==> src/rtl/poly_note_pitch2dds.sv <==
// Polyphonic note-to-DDS converter: scans one voice per cycle, glides its pitch, applies
// bend and LFO, and interpolates a note-to-phase-increment table into a 32-bit DDS adder.
module poly_note_pitch2dds #(
  parameter int VOICES   = 8,
  parameter int NOTE_MAX = 127,
  localparam int VW      = $clog2(VOICES)
) (
  input  logic          clk,
  input  logic          rst_n,
  input  logic          wr_en,
  input  logic [VW-1:0] wr_voice,
  input  logic [6:0]    wr_note,
  input  logic          wr_gate,
  input  logic          wr_jump,
  input  logic [13:0]   pitch,
  input  logic [7:0]    lfo_sig,
  input  logic [6:0]    lfo_depth,
  input  logic [6:0]    lfo_depth_fine,
  input  logic [7:0]    glide_rate,
  output logic [31:0]   adder,
  output logic [VW-1:0] adder_voice,
  output logic          adder_valid
);

  // Output handshake: adder_valid is a pure strobe with no ready; adder/adder_voice are
  // meaningful only while it is high, and a new voice result appears every cycle.

  localparam logic signed [19:0] CLAMP_HI = 20'(NOTE_MAX * 256);
  localparam logic [6:0]         NOTE_TOP = 7'(NOTE_MAX);

  // Top-octave increments (notes 120..131 at 50 MHz); lower octaves are right shifts.
  function automatic logic [31:0] note2dds(input logic [6:0] n);
    logic [6:0]  oct;
    logic [6:0]  rem;
    logic [31:0] base;
    oct = n / 7'd12;
    rem = n % 7'd12;
    case (rem)
      7'd0:    base = 32'd719151;
      7'd1:    base = 32'd761914;
      7'd2:    base = 32'd807220;
      7'd3:    base = 32'd855220;
      7'd4:    base = 32'd906074;
      7'd5:    base = 32'd959952;
      7'd6:    base = 32'd1017034;
      7'd7:    base = 32'd1077510;
      7'd8:    base = 32'd1141581;
      7'd9:    base = 32'd1209463;
      7'd10:   base = 32'd1281381;
      default: base = 32'd1357576;
    endcase
    return base >> (7'd10 - oct);
  endfunction

  logic [14:0]   t_mem [VOICES];
  logic [14:0]   p_mem [VOICES];
  logic [VOICES-1:0] g_mem;
  logic [VW-1:0] scan;

  logic          s1_valid, s2_valid, s3_valid;
  logic [VW-1:0] s1_voice, s2_voice, s3_voice;
  logic          s1_g, s2_g, s3_g;
  logic [14:0]   s1_p;
  logic [6:0]    s2_note, s2_note_hi;
  logic [7:0]    s2_frac, s3_frac;
  logic [31:0]   s3_a, s3_b;

  // S0: glide of the scanned voice
  logic [14:0] p_cur, t_cur, p_nxt;
  logic [15:0] up_sum, dn_lim;

  always_comb begin
    p_cur  = p_mem[scan];
    t_cur  = t_mem[scan];
    up_sum = {1'b0, p_cur} + {8'd0, glide_rate};
    dn_lim = {1'b0, t_cur} + {8'd0, glide_rate};
    p_nxt  = p_cur;
    if (glide_rate == 8'd0) begin
      p_nxt = t_cur;
    end else if (p_cur < t_cur) begin
      p_nxt = (up_sum >= {1'b0, t_cur}) ? t_cur : up_sum[14:0];
    end else if (p_cur > t_cur) begin
      p_nxt = ({1'b0, p_cur} > dn_lim) ? (p_cur - {7'd0, glide_rate}) : t_cur;
    end
  end

  // S1: bend, LFO and clamp
  logic signed [19:0] pitch_c, bend, lfo_c, depth_c, fine_c, lfo_val, sum;
  logic [14:0]        clamped;
  logic [6:0]         note_int, note_hi;

  always_comb begin
    pitch_c  = $signed({6'd0, pitch}) - 20'sd8192;
    bend     = (pitch_c * 20'sd12) >>> 5;
    lfo_c    = $signed({12'd0, lfo_sig}) - 20'sd128;
    depth_c  = $signed({13'd0, lfo_depth});
    fine_c   = $signed({13'd0, lfo_depth_fine});
    lfo_val  = (depth_c * lfo_c) + ((fine_c * lfo_c) >>> 7);
    sum      = $signed({5'd0, s1_p}) + bend + lfo_val;
    clamped  = sum[14:0];
    if (sum < 20'sd0)    clamped = 15'd0;
    if (sum > CLAMP_HI)  clamped = CLAMP_HI[14:0];
    note_int = clamped[14:8];
    note_hi  = (note_int >= NOTE_TOP) ? NOTE_TOP : note_int + 7'd1;
  end

  // S3: linear interpolation between adjacent table entries
  logic [8:0]  w_a;
  logic [40:0] mix;

  always_comb begin
    w_a = 9'd256 - {1'b0, s3_frac};
    mix = (41'(s3_a) * 41'(w_a)) + (41'(s3_b) * 41'(s3_frac));
  end

  always_ff @(posedge clk) begin
    if (!rst_n) begin
      for (int i = 0; i < VOICES; i++) begin
        t_mem[i] <= '0;
        p_mem[i] <= '0;
      end
      g_mem       <= '0;
      scan        <= '0;
      s1_valid    <= 1'b0;
      s2_valid    <= 1'b0;
      s3_valid    <= 1'b0;
      s1_voice    <= '0;
      s2_voice    <= '0;
      s3_voice    <= '0;
      s1_g        <= 1'b0;
      s2_g        <= 1'b0;
      s3_g        <= 1'b0;
      s1_p        <= '0;
      s2_note     <= '0;
      s2_note_hi  <= '0;
      s2_frac     <= '0;
      s3_frac     <= '0;
      s3_a        <= '0;
      s3_b        <= '0;
      adder       <= '0;
      adder_voice <= '0;
      adder_valid <= 1'b0;
    end else begin
      scan        <= scan + 1'b1;
      // The later assignments give a same-cycle write priority over the glide result.
      p_mem[scan] <= p_nxt;
      if (wr_en) begin
        t_mem[wr_voice] <= {wr_note, 8'd0};
        g_mem[wr_voice] <= wr_gate;
        if (wr_jump) p_mem[wr_voice] <= {wr_note, 8'd0};
      end

      s1_valid    <= 1'b1;
      s1_voice    <= scan;
      s1_g        <= g_mem[scan];
      s1_p        <= p_nxt;

      s2_valid    <= s1_valid;
      s2_voice    <= s1_voice;
      s2_g        <= s1_g;
      s2_note     <= note_int;
      s2_note_hi  <= note_hi;
      s2_frac     <= clamped[7:0];

      s3_valid    <= s2_valid;
      s3_voice    <= s2_voice;
      s3_g        <= s2_g;
      s3_frac     <= s2_frac;
      s3_a        <= note2dds(s2_note);
      s3_b        <= note2dds(s2_note_hi);

      adder_valid <= s3_valid;
      adder_voice <= s3_voice;
      adder       <= s3_g ? mix[39:8] : 32'd0;
    end
  end

endmodule

==> config.mk <==
export PLATFORM = sky130hd
export DESIGN_NAME = poly_note_pitch2dds
export DESIGN_NICKNAME = d
export VERILOG_FILES = /design/src/rtl/poly_note_pitch2dds.sv
export SDC_FILE = /design/constraint.sdc
export NUM_CORES = 2
export LEC_CHECK = 0
export CAP_MARGIN = 25
export CORE_MARGIN = 1
export CORE_UTILIZATION = 35
export DETAILED_ROUTE_END_ITERATION = 8
export DONT_BUFFER_PORTS = 1
export HOLD_SLACK_MARGIN = 0.08
export REMOVE_ABC_BUFFERS = 1
export SLEW_MARGIN = 10
export SYNTH_ARGS = -nofsm -noshare
export SYNTH_HDL_FRONTEND = slang
export SYNTH_SLANG_ARGS = --single-unit
==> constraint.sdc <==
create_clock -name clk -period 13.1 [get_ports clk]
set_clock_uncertainty 0.05 [all_clocks]
set_input_delay 1.31 -clock clk [delete_from_list [all_inputs] [get_ports clk]]
set_output_delay 1.31 -clock clk [all_outputs]
set_load 0.03 [all_outputs]
==> impl_metrics.csv <==
group,metric,value,unit
synthesis,dominantRegCellSynth,"dfxtp_1",
detailed_routing,wl_per_cell,18.57,um
global_route,antenna_found_initial,0,
die,die_area,0.1025,sq mm
synthesis,synth_xor_area_share,2.027,%
clock_network,numCtsBuffers,37,
clock_network,cts_tree,"built",
synthesis,muxShareOfSynthArea,3.009,%
setup_path,path_max_fanout,14,
global_route,grt_overflow,0,
timing,finalCritPeriodShare,76.90,%
final_layout,nets,4566,
clock_network,htree_levels,2,
timing,final-hold-violation-count,0,
synthesis,yosys-top-cells-area,"fa_1, dfxtp_1, edfxtp_1",
timing,setup_tns,0,ns
final_layout,fill_cells,10160,
final_layout,post-route-util,37.79,%
setup_path,crit_path_frequent_cell,"fa_1",
timing,rsz0062_at_grt,"false",
placed_design,port_buffers,0,
outcome,outcome,"finished, final reports clean",
synthesis,syn_avg_cell_area,9.027,sq um
timing,relSlewSlack,16.40,%
timing,setup_violations,0,
detailed_routing,routed_wirelength,95.70,mm
detailed_routing,vias_per_cell,5.277,
die,core_area,0.1001,sq mm
global_route,grt_max_degree,70,
clock_network,cts_hold_buffers,0,
setup_path,arrival,10.47,ns
die,ioPinCount,95,
die,die_x,320.2,um
clock_network,cts.reportedPaths.clkPinSlew,0.06,ns
clock_network,root_buffer,"clkbuf_16",
setup_path,worst_path_max_delay_cell,"fa_1",
die,initial_core_util,35.38,%
synthesis,synth_fa_ha_area_share,33.57,%
synthesis,synth.yosys.warnings,0,
synthesis,synth_edf_count,112,
synthesis,synth_common_cells,"inv_1, nand2_1, fa_1",
setup_path,max_stage_delay,0.56,ns
timing,slew_viol_final,0,
clock_network,cts_sinks,317,
detailed_routing,drt_iter0_markers,2057,
detailed_routing,detail-route-antenna-nets,0,
synthesis,synth.most_common_cell,"inv_1",
synthesis,synth-seq-cells,317,
detailed_routing,vias,27190,
die,die_h,320.2,um
synthesis,synthesis.area,0.03543,sq mm
timing,fin_crit,10.07,ns
placed_design,dp_hpwl,74.19,mm
synthesis,synthesis.instances,3925,
setup_path,required,13.49,ns
placed_design,place_ws,2.483,ns
clock_network,clk_latency,0.58,ns
timing,fmax,99.27,MHz
setup_path,start_kind,"primary input",
clock_network,clock_path_buffers,3,
die,core.rowCount,116,
synthesis,synthSimpleGateAreaFrac,17.47,%
clock_network,cts_resized,0,
detailed_routing,drc,0,
synthesis,synth_top_family_by_area,"adder cells",
clock_network,cts_setup_buffers,0,
global_route,grt_pass1_wl,153.8,mm
setup_path,regToRegSetupSlack,4.26,ns
synthesis,synth_top_cell_area_share,25.31,%
synthesis,synth_compound_area_share,13.54,%
synthesis,yosysTopAreaCell,"fa_1",
timing,fin_ws,3.026,ns
final_layout,diodes,0,
final_layout,drive_above_1_share,5.371,%
synthesis,yosysSeqAreaShare,21.07,%
global_route,grt_pass1_vias,27610,
setup_path,critPathKind,"in2reg",
global_route,grt_use_total,18.76,%
final_layout,syn_to_final_growth,6.812,%
timing,tightest_slew,1.254,ns
synthesis,synthArstFlopShare,0,%
synthesis,synth_cell_type_count,104,
detailed_routing,firstDrtPassIters,6,
job,maxCapViolations,0,
min_path,hp-class,"reg2reg",
setup_path,critical_path.endpoint_type,"flop",
placed_design,gp_congestion,0.9041,
-- worst max-delay path: cells and delay by family --
| family | cells | cell delay [ns] |
|---|---|---|
| adder cells (fa/ha/maj) | 10 | 4.46 |
| AO/OA/AOI/OAI | 9 | 2.60 |
| AND/OR/NAND/NOR | 9 | 1.68 |
| buffers and inverters | 5 | 0.25 |
| XOR/XNOR | 1 | 0.17 |
-- metal layers --
layer  vias up  part of all wire, %  track usage [%]  wire [um]
met5         -                    0                0          0
met4         0                  2.8            5.210       2646
met1     13480                   44            24.85      42070
met3       159                  5.3            2.242       5116
li1      12700                    -                -          -
met2       842                   48            32.13      45860
-- cell type report --
class / count / area [sq um] / share of cell area, %
multi-input combinational: 2771 / 24700 / 65.27
inverter: 656 / 2462 / 6.506
clock buffer: 44 / 993.5 / 2.625
timing repair buffer: 42 / 315.3 / 0.8331
clock inverter: 24 / 279.0 / 0.7372
tap: 1298 / 1624 / 4.291
sequential: 317 / 7470 / 19.74
-- cell families (layout without fill, tap and decap cells) --
kind of cell	count (synthesis)	in the layout
DFF	317	317
buffers and inverters	844	766
other	1	8
and+or+nand+nor	1251	1251
AOI/OAI and AO/OA	662	662
adders and majority gates	682	682
muxes	86	86
xor gates and xnor gates	82	82
-- state kept, by name (all words and copies together), names as in the netlist, 15 cells and up --
register / count
p_mem: 120
s3_a: 21
adder: 24
s1_p: 15
t_mem: 56
s3_b: 21
-- stage by stage --
stage               std cells  cell area, sq um  hold slack, ns
floorplan                3744             34630          0.3618
global placement         5083             36570          0.3642
detailed placement       5083             36570          0.3669
CTS                      5151             37840          0.3851
global route             5152             37850          0.3978
finish                   5152             37850          0.3804
-- path summary, 6_finish.rpt --
check,from,endpoint,cells past startpoint
setup reg to reg,s3_frac[0]$_SDFF_PN0_,adder[21]$_SDFF_PN0_,26
hold reg to reg,s2_voice[2]$_SDFF_PN0_,s3_voice[2]$_SDFF_PN0_,1
setup / recovery,lfo_sig[7],s2_note_hi[0]$_SDFF_PN0_,34
hold / removal,s2_voice[2]$_SDFF_PN0_,s3_voice[2]$_SDFF_PN0_,1
-- layout by cell type, fill, tap and decap left out, drive strengths merged, types with 44 or more instances in the layout --
cell type,count
nor3,58
nand2,466
mux2i,45
o21ai,113
fa,448
ha,234
xnor2,59
and2,303
clkbuf,44
o22ai,66
a21oi,91
dfxtp,205
a22o,64
nand3,59
edfxtp,112
inv,658
nor2,177
Power is left out: the tool's default activity adds up to more than one toggle a clock period on the data nets, which glitch-free logic cannot reach.
